**src/rtl/word_serializer.sv**
```systemverilog
// Buffers WORD_BYTES-wide words in a small FIFO and sends them one byte at a time to a UART TX,
// pacing each byte on the transmitter busy flag. Define WORD_SERIALIZER_CSUM_EN to append an XOR checksum byte per word.
module word_serializer #(
  parameter int WORD_BYTES = 2,
  parameter int DEPTH_LOG2 = 1,
  parameter bit MSB_FIRST  = 1'b1
) (
  input  logic                    iCE_CLK,
  input  logic                    rst_n,
  input  logic [8*WORD_BYTES-1:0] in_word,
  input  logic                    in_valid,
  output logic                    in_ready,
  input  logic                    is_transmitting,
  output logic [7:0]              tx_byte,
  output logic                    tx_valid,
  output logic                    busy
);

  // state       | meaning
  // S_IDLE      | waiting for a word in the FIFO; pops it and strobes byte 0
  // S_WAIT_START| byte strobed, waiting for the UART busy flag to rise
  // S_WAIT_DONE | UART busy, waiting for it to fall; then next byte or word end
  // S_CSUM      | strobes the checksum byte (checksum build only)
  // S_WAIT_CSUM | checksum strobed, waiting for busy to rise
  // S_CSUM_DONE | waiting for busy to fall after the checksum byte

  localparam int W     = 8 * WORD_BYTES;
  localparam int DEPTH = 1 << DEPTH_LOG2;
  localparam int IDX_W = $clog2(WORD_BYTES + 1);
  localparam logic [IDX_W-1:0]      LAST_IDX = IDX_W'(WORD_BYTES);
  localparam logic [DEPTH_LOG2:0]   FULL_CNT = (DEPTH_LOG2 + 1)'(DEPTH);

`ifdef WORD_SERIALIZER_CSUM_EN
  typedef enum logic [2:0] {
    S_IDLE, S_WAIT_START, S_WAIT_DONE, S_CSUM, S_WAIT_CSUM, S_CSUM_DONE
  } state_t;
`else
  typedef enum logic [1:0] {
    S_IDLE, S_WAIT_START, S_WAIT_DONE
  } state_t;
`endif

  state_t state_q, state_d;

  logic [W-1:0]          mem_q [DEPTH];
  logic [DEPTH_LOG2-1:0] wr_ptr_q, rd_ptr_q;
  logic [DEPTH_LOG2:0]   count_q;
  logic                  rdy_q;
  logic                  push, pop, full, empty;
  logic [W-1:0]          head_word;

  logic [W-1:0]     sh_q, sh_d;
  logic [IDX_W-1:0] idx_q, idx_d;
  logic [7:0]       tx_byte_q, tx_byte_d;
  logic             tx_valid_q, tx_valid_d;
`ifdef WORD_SERIALIZER_CSUM_EN
  logic [7:0]       csum_q, csum_d;
`endif

  function automatic logic [7:0] cur_byte(input logic [W-1:0] w);
    if (MSB_FIRST) return w[W-1 -: 8];
    else           return w[7:0];
  endfunction

  function automatic logic [W-1:0] shift_out(input logic [W-1:0] w);
    if (MSB_FIRST) return w << 8;
    else           return w >> 8;
  endfunction

  // in_ready stays low until the first edge after reset release
  assign full      = (count_q == FULL_CNT);
  assign empty     = (count_q == '0);
  assign in_ready  = rdy_q && !full;
  assign push      = in_valid && in_ready;
  assign head_word = mem_q[rd_ptr_q];

  always_ff @(posedge iCE_CLK) begin
    if (push) mem_q[wr_ptr_q] <= in_word;
  end

  always_ff @(posedge iCE_CLK or negedge rst_n) begin
    if (!rst_n) begin
      wr_ptr_q <= '0;
      rd_ptr_q <= '0;
      count_q  <= '0;
      rdy_q    <= 1'b0;
    end else begin
      rdy_q <= 1'b1;
      if (push) wr_ptr_q <= wr_ptr_q + 1'b1;
      if (pop)  rd_ptr_q <= rd_ptr_q + 1'b1;
      case ({push, pop})
        2'b10:   count_q <= count_q + 1'b1;
        2'b01:   count_q <= count_q - 1'b1;
        default: count_q <= count_q;
      endcase
    end
  end

  always_ff @(posedge iCE_CLK or negedge rst_n) begin
    if (!rst_n) state_q <= S_IDLE;
    else        state_q <= state_d;
  end

  always_comb begin
    state_d = state_q;
    case (state_q)
      S_IDLE:       if (!empty) state_d = S_WAIT_START;
      S_WAIT_START: if (is_transmitting) state_d = S_WAIT_DONE;
      S_WAIT_DONE: begin
        if (!is_transmitting) begin
          if (idx_q < LAST_IDX) state_d = S_WAIT_START;
`ifdef WORD_SERIALIZER_CSUM_EN
          else                  state_d = S_CSUM;
`else
          else                  state_d = S_IDLE;
`endif
        end
      end
`ifdef WORD_SERIALIZER_CSUM_EN
      S_CSUM:       state_d = S_WAIT_CSUM;
      S_WAIT_CSUM:  if (is_transmitting) state_d = S_CSUM_DONE;
      S_CSUM_DONE:  if (!is_transmitting) state_d = S_IDLE;
`endif
      default:      state_d = S_IDLE;
    endcase
  end

  always_comb begin
    pop        = 1'b0;
    tx_valid_d = 1'b0;
    tx_byte_d  = tx_byte_q;
    sh_d       = sh_q;
    idx_d      = idx_q;
`ifdef WORD_SERIALIZER_CSUM_EN
    csum_d     = csum_q;
`endif
    case (state_q)
      S_IDLE: begin
        if (!empty) begin
          pop        = 1'b1;
          tx_valid_d = 1'b1;
          tx_byte_d  = cur_byte(head_word);
          sh_d       = shift_out(head_word);
          idx_d      = IDX_W'(1);
`ifdef WORD_SERIALIZER_CSUM_EN
          csum_d     = cur_byte(head_word);
`endif
        end
      end
      S_WAIT_DONE: begin
        if (!is_transmitting && (idx_q < LAST_IDX)) begin
          tx_valid_d = 1'b1;
          tx_byte_d  = cur_byte(sh_q);
          sh_d       = shift_out(sh_q);
          idx_d      = idx_q + IDX_W'(1);
`ifdef WORD_SERIALIZER_CSUM_EN
          csum_d     = csum_q ^ cur_byte(sh_q);
`endif
        end
      end
`ifdef WORD_SERIALIZER_CSUM_EN
      S_CSUM: begin
        tx_valid_d = 1'b1;
        tx_byte_d  = csum_q;
      end
`endif
      default: ;
    endcase
  end

  always_ff @(posedge iCE_CLK or negedge rst_n) begin
    if (!rst_n) begin
      tx_valid_q <= 1'b0;
      tx_byte_q  <= 8'h00;
      sh_q       <= '0;
      idx_q      <= '0;
`ifdef WORD_SERIALIZER_CSUM_EN
      csum_q     <= 8'h00;
`endif
    end else begin
      tx_valid_q <= tx_valid_d;
      tx_byte_q  <= tx_byte_d;
      sh_q       <= sh_d;
      idx_q      <= idx_d;
`ifdef WORD_SERIALIZER_CSUM_EN
      csum_q     <= csum_d;
`endif
    end
  end

  assign tx_valid = tx_valid_q;
  assign tx_byte  = tx_byte_q;
  assign busy     = !empty || (state_q != S_IDLE);

endmodule

```
**config.mk**
```make
export PLATFORM = sky130hd
export DESIGN_NAME = word_serializer
export DESIGN_NICKNAME = d
export VERILOG_FILES = /design/src/rtl/word_serializer.sv
export SDC_FILE = /design/constraint.sdc
export NUM_CORES = 1
export LEC_CHECK = 0
export ABC_AREA = 1
export BUFFER_PORTS_ARGS = -buffer_cell sky130_fd_sc_hd__buf_2
export CAP_MARGIN = 20
export CORE_UTILIZATION = 56
export CTS_BUF_LIST = sky130_fd_sc_hd__clkbuf_4 sky130_fd_sc_hd__clkbuf_8 sky130_fd_sc_hd__clkbuf_16
export CTS_CLUSTER_SIZE = 24
export DETAILED_ROUTE_END_ITERATION = 8
export PLACE_DENSITY = 0.78
export SLEW_MARGIN = 25
export SYNTH_ARGS = -nofsm -noshare
export SYNTH_HDL_FRONTEND = slang
export SYNTH_SLANG_ARGS = --single-unit
```
**constraint.sdc**
```tcl
create_clock -name iCE_CLK -period 2 [get_ports iCE_CLK]
set_input_delay 0.1 -clock iCE_CLK [delete_from_list [all_inputs] [get_ports iCE_CLK]]
set_output_delay 0.1 -clock iCE_CLK [all_outputs]
set_load 0.03 [all_outputs]
```
==> metrics.txt, run 1 <==
status finished, final reports clean; DR pass1 iterations 4; post-synth cell types 21; Fin Hold WS roughly 61 ps; Clock Path Buffers 2; sw frac 39.2%; global-route total usage across every layer between 20% and 30%; Initial Util 59.1%; Hold EP wr_ptr_q; worst-margin pin slew around 560 ps; layout cells sized above 1 between 20% and 30%; vias approximately 1700; leak pwr 0.00136 uW; syn_nets between 200 and 250; crit-path max cell delay between 400 and 500 ps; min-delay worst type in -> reg; H-tree level count 3; f_max between 600 and 700 MHz; Die X approximately 67 um; critical path class reg -> reg; most frequent cells in the layout nand2_1, nand3_1, edfxtp_1; Post-CTS Resized 0; Slew HR between 60 and 70%; #FFs+latches synth a little under 60; Final setup viols 0; worst-skew pair later-pin latency 330 ps; CTS tree done; Psw 1720 uW; Hold Path Origin in_valid; Post-Layout Cell Count 332; Worst Setup End Kind flip-flop; vias in the first global route around 1500; vias per std cell roughly 5.1; Die Y-Extent just under 70 um; worst hold path depth 3; worst vdd ir 0.904 mV; internal power between 2000 and 3000 uW; Syn Inst Count around 220; Cell Area, Placed between 2000 and 3000 um2; number of top-level pins 31; post-synth top area cell edfxtp_1; Final Hold Viols 0; clock slew seen by the registers of the worst setup and hold paths around 60 ps; Critical Path RT roughly 2200 ps; GR Overflow Total 0; worst r2r src state_q[0]; nets slightly below 300; Flop pwr share 40.7%; minimum clock period 1580 ps; clock skew approximately 7.5 ps; MaxCap Viol Count 0; DR iter-0 viols approximately 170; Worst R2R Setup Slack between 400 and 500 ps; CTS Buf Count 9; FF-to-FF path depth 7; Synth Cell Area about 2400 um2; WL per Instance between 10 and 15 um; most common cell after layout, fill and taps aside nand2_1; Max Slew Vio Count 0; setup repair after global routing missed its margin false; setup_tns 0 ps; IO Port Bufs 30; Synth area leaders edfxtp_1, dfrtp_1, nand2_1; area grow syn2layout 22.7%; die area approximately 4500 um2; Clk pwr share a little over a fifth; most used cell, CP inv_1; Setup crit start kind flip-flop; slowest CP cell dfrtp_1; crit-path max FO 11; Core Box Area around 4000 um2; dpl hpwl about 2.6 mm; Post-Syn Area per Cell ~11 um2; post-route ant nets 0; ANT cells 0; first-pass GRT wire length between 7 and 8 mm; Final period util about four fifths; Setup Buffers After CTS 0; YS warnings 0; Inst Count DP 298; post-synth top area share slightly above 40%; worst path cell trace nor2_1, nand2_2, inv_1, ha_1, inv_1, nand3_1, xor2_1; Total Wirelength 4.49 mm; R2R Path End count_q[1]; initial antenna violation count 0; root buf cell clkbuf_8; combinational power share between 30 and 40%; Worst Path Arrival ~1800 ps; Residual DRC 0; std cell rows 23; design area 2920 um2; power per cell area 1500 nW/um2; Seq/Total Area, Yosys between 60% and 70%; largest net degree at the start of global routing 27; clock sinks between 50 and 60; GPL Wtd Cong ~0.78
[per-layer routing]
| metal | wire, um | global-route usage [%] |
|---|---|---|
| met1 | 1880 | 26.5 |
| met2 | 2320 | 37.0 |
| met3 | 237 | 6.08 |
| met4 | 56 | 13.0 |
| met5 | 0 | 0 |
[synth_stat cells]
cell / n
nand2_1: 76
nand3_1: 38
edfxtp_1: 32
dfrtp_1: 26
inv_1: 16
a21oi_1: 8
buf_2: 3
buf_6: 3
nor2_1: 3
a21boi_0: 2
buf_4: 2
inv_2: 2
nand2_2: 2
xor2_1: 2
buf_1: 1
conb_1: 1
ha_1: 1
nand2_4: 1
nor2_8: 1
o211ai_1: 1
xnor2_1: 1
[layout make-up]
class	count	area, um2
Sequential cell	58	1610
Clock inverter	4	18.8
Timing Repair Buffer	53	368
Fill cell	308	1110
Tap cell	50	62.6
Inverter	18	67.6
Multi-Input combinational cell	137	642
Clock buffer	12	153
[flip-flops by register name, summed over array words and instances, names as in the netlist]
register  count
rdy_q         1
tx_valid      1
mem_q        32
wr_ptr_q      1
tx_byte       8
sh_q          8
idx_q         2
rd_ptr_q      1
count_q       2
state_q       2
[power by group through the flow]
stage	Combinational (uW)	Sequential, uW	Clock (uW)
after CTS	1670	1780	943
after global routing	1850	1820	995
after detailed placement	1630	1800	0
after global placement	1590	1790	0
after floorplan	1130	1940	0
final	1660	1780	940
[through the flow]
| step | setup WS, ps | total power, uW | util [%] |
|---|---|---|---|
| global route | 325 | 4660 | 72.5 |
| CTS | 406 | 4390 | 72.5 |
| finish | 423 | 4380 | 72.5 |
| floorplan | 158 | 3080 | - |
| detailed placement | 413 | 3430 | 63.8 |
| global placement | 462 | 3390 | 63.8 |
[cell families after synthesis]
family	share of synthesized area [%]
AOI/OAI and AO/OA	2.63
xor gates and xnor gates	1.10
adders and majority gates	0.525
buffers and inverters	5.67
DFF	67.6
other	0.157
and+or+nand+nor	22.3
[critical path: cells and delay by family (launching register included)]
family / cells / cell delay, ps
and+or+nand+nor: 3 / 460
adders and majority gates: 1 / 250
buffers and inverters: 2 / 160
xor gates and xnor gates: 1 / 140
DFF: 1 / 460
[how the worst max path moves through the flow]
stage,startpoint,endpoint,depth (start not counted)
2_1_floorplan,count_q[0],mem_q[1][0],4
4_1_cts,state_q[0],count_q[1],7
3_3_place_gp,state_q[0],count_q[1],7
3_5_place_dp,state_q[0],count_q[1],7
6_report,state_q[0],count_q[1],7
5_1_grt,state_q[0],count_q[1],7
[repair_timing]
| item | 4_1_cts | 5_1_grt |
|---|---|---|
| endpoints found under the setup margin | 0 | 0 |
| hold buffers | 18 | 0 |
| hold endpoints to repair | 59 | 0 |
Power figures use the tool's default switching activity.
==> run 2: changes to the inputs <==
CORE_UTILIZATION = 51   (was 56)
PLACE_DENSITY = 0.75   (was 0.78)
clock period = 1.3 ns   (was 2 ns; I/O delays follow)
==> run 2 against run 1 <==
  * The flow now finishes with violations (setup timing)
  * Routed wire length rose by 4.3%
  * Largest power group is now combinational cells
  * Critical path type unchanged
  * Via count rose by 2.5%
  * Sequential share of layout area fell by 3.7 points
==> metrics.txt, run 2 (synthesis gave the netlist of run 1 again) <==
internal power 4620 uW (+74%); slowest CP cell dfrtp_1; H-tree level count 3 (unchanged); Worst Path Arrival 1550 ps (-250 ps); DR pass1 iterations 4 (unchanged); DR iter-0 viols 76 (-55%); Fin Hold WS 63.5 ps (+2.36 ps); std cell rows 24 (+4.3%); Critical Path RT 1520 ps (-700 ps); post-route ant nets 0 (unchanged); initial antenna violation count 0 (unchanged); CTS tree done; Worst R2R Setup Slack -40 ps (-460 ps); vias 1734 (+2.5%); Clock Path Buffers 2 (unchanged); nets 309 (+3.7%); area grow syn2layout 31.7%; die area 4950 um2 (+9.5%); setup repair after global routing missed its margin true; Setup crit start kind flip-flop; largest reg by FF count mem_q; f_max 749 MHz (+18%); dpl hpwl 2.82 mm (+9.5%); sw frac 38.0% (-1.3 points); Total Wirelength 4.69 mm (+4.3%); vias in the first global route 1651 (+8.7%); global-route total usage across every layer 21.0% (-1.6 points); Post-Layout Cell Count 345 (+3.9%); Top Family by Delay on Critical Path flip-flops; Final period util 103% (+24 points); worst vdd ir 1.35 mV (+49%); worst setup margin -35.7 ps (-459 ps); leak pwr 0.00144 uW (+5.6%); GPL Wtd Cong 0.754 (-3.7%); worst-skew pair later-pin latency 340 ps (about the same); combinational power share 41.0% (+3.1 points); most frequent cells in the layout nand2_1, nand3_1, edfxtp_1; Max Slew Vio Count 0 (unchanged); WL per Instance 13.6 um (+0.34%); max reg flops 32 (unchanged); crit-path max cell delay 410 ps (-50 ps); ANT cells 0 (unchanged); failing checks setup timing; Die X 70.3 um (+4.6%); GR Overflow Total 0 (unchanged); largest net degree at the start of global routing 27 (unchanged); Clk pwr share 22.4% (+0.9 points); layout cells sized above 1 27.6% (+7.1 points); clock sinks 58 (unchanged); crit-path max FO 3 (-8); Residual DRC 0 (unchanged); Slew HR 61.6% (-0.82 points); number of top-level pins 31 (unchanged); Final setup viols 6 (+6); Core Box Area 4410 um2 (+9.6%); Final Hold Viols 0 (unchanged); MaxCap Viol Count 0 (unchanged); minimum clock period 1340 ps (-241 ps); Fillers 331 (+7.5%); clock slew seen by the registers of the worst setup and hold paths 60 ps (about the same); Initial Util 54.0% (-5.2 points); Inst Count DP 310 (+4.0%); clock skew 8.36 ps (+0.851 ps); CTS Buf Count 9 (unchanged); root buf cell clkbuf_8; first-pass GRT wire length 7.45 mm (+6.1%); Die Y-Extent 70.3 um (+4.6%); vias per std cell 5.03 (-1.3%); worst-margin pin slew 576 ps (+12.3 ps); Flop pwr share 36.5% (-4.2 points); min-delay worst type in -> reg; critical path class reg -> reg; power per cell area 2380 nW/um2 (+59%); most common cell after layout, fill and taps aside nand2_1; crit path buf inv count 1 (-1); IO Port Bufs 30 (unchanged); Worst Setup End Kind flip-flop; status finished, violations left; Psw 2830 uW (+65%); worst path cell trace a21boi_4, nand2_4, ha_4, inv_2, nand3_2, xor2_1
run 2: cell types whose count changed in the layout (fill, tap and decap cells not counted), sizes merged:
cell	change
inv	-1
clkinv	-1
clkbuf	-1
buf	+11
bufinv	+1
clkinvlp	+2
run 2: worst paths after layout:
path	start	end	cells after the start
worst min register to register	wr_ptr_q	wr_ptr_q	2
min in group asynchronous	rst_n	sh_q[14]	2
worst max-delay path	count_q[1]	count_q[1]	6
max in group asynchronous	rst_n	state_q[0]	2
worst max register to register	count_q[1]	count_q[1]	6
worst min-delay path	in_valid	wr_ptr_q	3
run 2: worst reg2reg max path: stages (launching register included):
cell and delay [ps]:
dfrtp_1 410, a21boi_4 220, nand2_4 100, ha_4 230, inv_2 50, nand3_2 60, xor2_1 160
run 2: power groups by stage:
stage | Clock [uW] | Sequential [uW] | Combinational (uW)
floorplan | 0 | 3000 | 1830
global placement | 0 | 2730 | 2810
detailed placement | 0 | 2740 | 2880
CTS | 1690 | 2710 | 2970
finish | 1670 | 2720 | 3060
global route | 1760 | 2780 | 3420
run 2: routing by layer:
metal	vias up	GRT usage, %	wire length (um)
li1	859	-	-
met1	807	24.3	1840
met3	18	6.20	251
met2	50	33.5	2430
met5	-	0	0
met4	0	13.8	157
run 2: timing repair:
action,4_1_cts,5_1_grt
pin swaps,3,0
endpoints found under the hold margin,60,0
hold buffers,18,0
setup endpoints to repair,21,45
setup buffers,0,1
resized for setup,4,7
run 2: cell type report:
class | count | area [um2] | area share [%]
clock buffer | 11 | 151 | 4.83
clock inverter | 5 | 52.6 | 1.68
inverter | 18 | 71.3 | 2.27
multi-input combinational | 137 | 698 | 22.3
sequential | 58 | 1610 | 51.4
tap | 52 | 65.1 | 2.07
timing repair buffer | 64 | 485 | 15.5
run 2: metrics by stage:
step / setup TNS, ps / util, % / worst slack (ps) / cell area [um2] / total power, uW
after floorplan: -6770 / - / -223 / 2430 / 4830
after global placement: 0 / 61.4 / 21.3 / 2710 / 5540
after detailed placement: -388 / 61.4 / -75.7 / 2710 / 5620
after CTS: -43.6 / 70.4 / -43.5 / 3110 / 7370
after global routing: -1580 / 71.1 / -112 / 3140 / 7960
final: -51.1 / 71.1 / -35.7 / 3140 / 7450
==> run 3: changes to the inputs <==
SKIP_LAST_GASP = 1   (was unset)
==> run 3 against run 2 <==
  * The flow still finishes with violations (setup timing)
  * Largest power group unchanged
  * Hold slack better by 5.3 ps
  * Power hardly changed
  * Worst setup slack worse by 43 ps
  * Cell count is 0.29% higher
  * Clock skew is 0.67 ps higher
  * Register-to-register slack worse by 40 ps
  * Non-clock buffer count is 1 higher
  * Sequential share of layout area is 0.33 points lower
  * Final area is 0.64% higher
  * Largest cell class unchanged
  * Routed wire length is 0.34% higher
  * Combinational power hardly changed
  * Highest routed layer unchanged
==> metrics.txt, run 3 (synthesis gave the netlist of run 1 again) <==
Residual DRC 0 (unchanged); R2R Path End mem_q[1][11]; number of top-level pins 31 (unchanged); layout cells sized above 1 27.2% (-0.43 points); failing checks setup timing; Total Wirelength 4.70 mm (+0.34%); Die Y-Extent 70.3 um (unchanged); clock skew 9.03 ps (+0.670 ps); Final setup viols 33 (+27); dpl hpwl 2.82 mm (unchanged); f_max 725 MHz (-3.1%); minimum clock period 1380 ps (+42.9 ps); Final Hold Viols 0 (unchanged); total power 7450 uW (about the same); FF-to-FF path depth 4 (-2); first-pass GRT wire length 7.39 mm (-0.75%); worst-skew pair later-pin latency 330 ps (about the same); Worst R2R Setup Slack -80 ps (-40 ps); Core Box Area 4410 um2 (unchanged); Max Slew Vio Count 0 (unchanged); worst setup margin -78.7 ps (-42.9 ps); WL per Instance 13.6 um (about the same); Clk pwr share 22.4% (about the same); setup repair after global routing missed its margin true; power per cell area 2360 nW/um2 (-0.68%); largest reg by FF count mem_q; sw frac 37.8% (-0.19 points); most common cell after layout, fill and taps aside nand2_1; combinational power share 41.2% (+0.2 points); design area 3160 um2 (+0.64%); setup_tns -1500 ps (-1450 ps); Worst Path Arrival 1430 ps (-120 ps); final core utilization 71.5% (+0.45 points); largest net degree at the start of global routing 27 (unchanged); ANT cells 0 (unchanged); Flop pwr share 36.5% (about the same); nets 310 (+0.32%); Initial Util 54.0% (unchanged); Hold Path Origin in_valid; area grow syn2layout 32.5%; DR iter-0 viols 71 (-6.6%); most frequent cells in the layout nand2_1, nand3_1, edfxtp_1; global-route total usage across every layer 20.8% (-0.16 points); vias in the first global route 1642 (-0.55%); GPL Wtd Cong 0.754 (unchanged); pre-CTS WS -75.7 ps (unchanged); worst vdd ir 1.34 mV (-0.27%); worst-margin pin slew 580 ps (+3.80 ps); internal power 4640 uW (+0.27%); MaxCap Viol Count 0 (unchanged); Final period util 106% (+3.3 points); Worst Setup End Kind flip-flop; Hold EP wr_ptr_q; Clock Path Buffers 2 (unchanged); Fillers 331 (unchanged); worst hold path depth 4 (+1); status finished, violations left; vias per std cell 5.06 (+0.69%); vias 1751 (+0.98%); root buf cell clkbuf_8; clock slew seen by the registers of the worst setup and hold paths 60 ps (about the same); initial antenna violation count 0 (unchanged); leak pwr 0.00145 uW (+0.76%); crit-path max FO 8 (+5); Slew HR 61.4% (-0.25 points); H-tree level count 3 (unchanged); Die X 70.3 um (unchanged); Critical Path RT 1350 ps (-170 ps); worst r2r src count_q[1]; GR Overflow Total 0 (unchanged); post-route ant nets 0 (unchanged); Cell Area, Placed 2710 um2 (unchanged); IO Port Bufs 30 (unchanged); DR pass1 iterations 4 (unchanged); Psw 2810 uW (-0.56%); clock sinks 58 (unchanged); die area 4950 um2 (unchanged); CTS Buf Count 9 (unchanged); min-delay worst type in -> reg; critical path class reg -> reg; max reg flops 32 (unchanged); CTS tree done; Setup crit start kind flip-flop; std cell rows 24 (unchanged)
[run 3: changes by cell type in the layout (fill, tap and decap cells not counted)]
cell,change
nand3_1,+1
nand3_2,-1
inv_1,+1
inv_2,-1
clkbuf_16,+1
[run 3: cell type report]
cell class / count / area [um2] / share of cell area (%)
Clock buffer: 11 / 151 / 4.80
Multi-Input combinational cell: 137 / 693 / 22.0
Timing Repair Buffer: 65 / 510 / 16.2
Sequential cell: 58 / 1610 / 51.1
Inverter: 18 / 71.3 / 2.26
Clock inverter: 5 / 52.6 / 1.66
Tap cell: 52 / 65.1 / 2.06
[run 3: timing repair]
item	4_1_cts	5_1_grt
pin swaps	3	1
cloned	0	1
endpoints found under the setup margin	21	44
gates resized for setup	2	7
buffers inserted	0	1
endpoints found under the hold margin	60	0
hold buffers	18	0
[run 3: worst max-delay path, cell delays in order, from the launching register on]
cell	delay [ps]
dfrtp_1	410
a21boi_4	210
nand2_4	90
nor2_4	200
clkbuf_16	190
[run 3: power groups by stage]
stage	sequential, uW	clock [uW]	combinational [uW]
2_1_floorplan	3000	0	1830
3_3_place_gp	2730	0	2810
3_5_place_dp	2740	0	2880
4_1_cts	2710	1690	2950
5_1_grt	2780	1760	3430
6_report	2720	1670	3070
[run 3: worst max-delay path by stage]
stage	start	endpoint	slack, ps	cells after the start
2_1_floorplan	count_q[0]	mem_q[1][0]	-220	4
3_3_place_gp	count_q[0]	count_q[1]	20	7
3_5_place_dp	count_q[0]	count_q[1]	-80	7
4_1_cts	count_q[1]	mem_q[0][2]	-50	4
5_1_grt	count_q[0]	mem_q[1][11]	-130	5
6_report	count_q[1]	mem_q[1][11]	-80	4
[run 3: per-layer routing]
layer	up-vias	share of wire, %	track usage, %
met3	18	4.4	6.20
li1	864	-	-
met2	43	52	33.1
met5	-	0	0
met1	826	40	24.2
met4	0	3.2	13.8
[run 3: per-stage QoR]
step                      std cells  hold WS [ps]
after global routing            346          70.0
after global placement          310          94.4
final                           346          68.8
after floorplan                 222          -231
after CTS                       344          49.9
after detailed placement        310          95.5
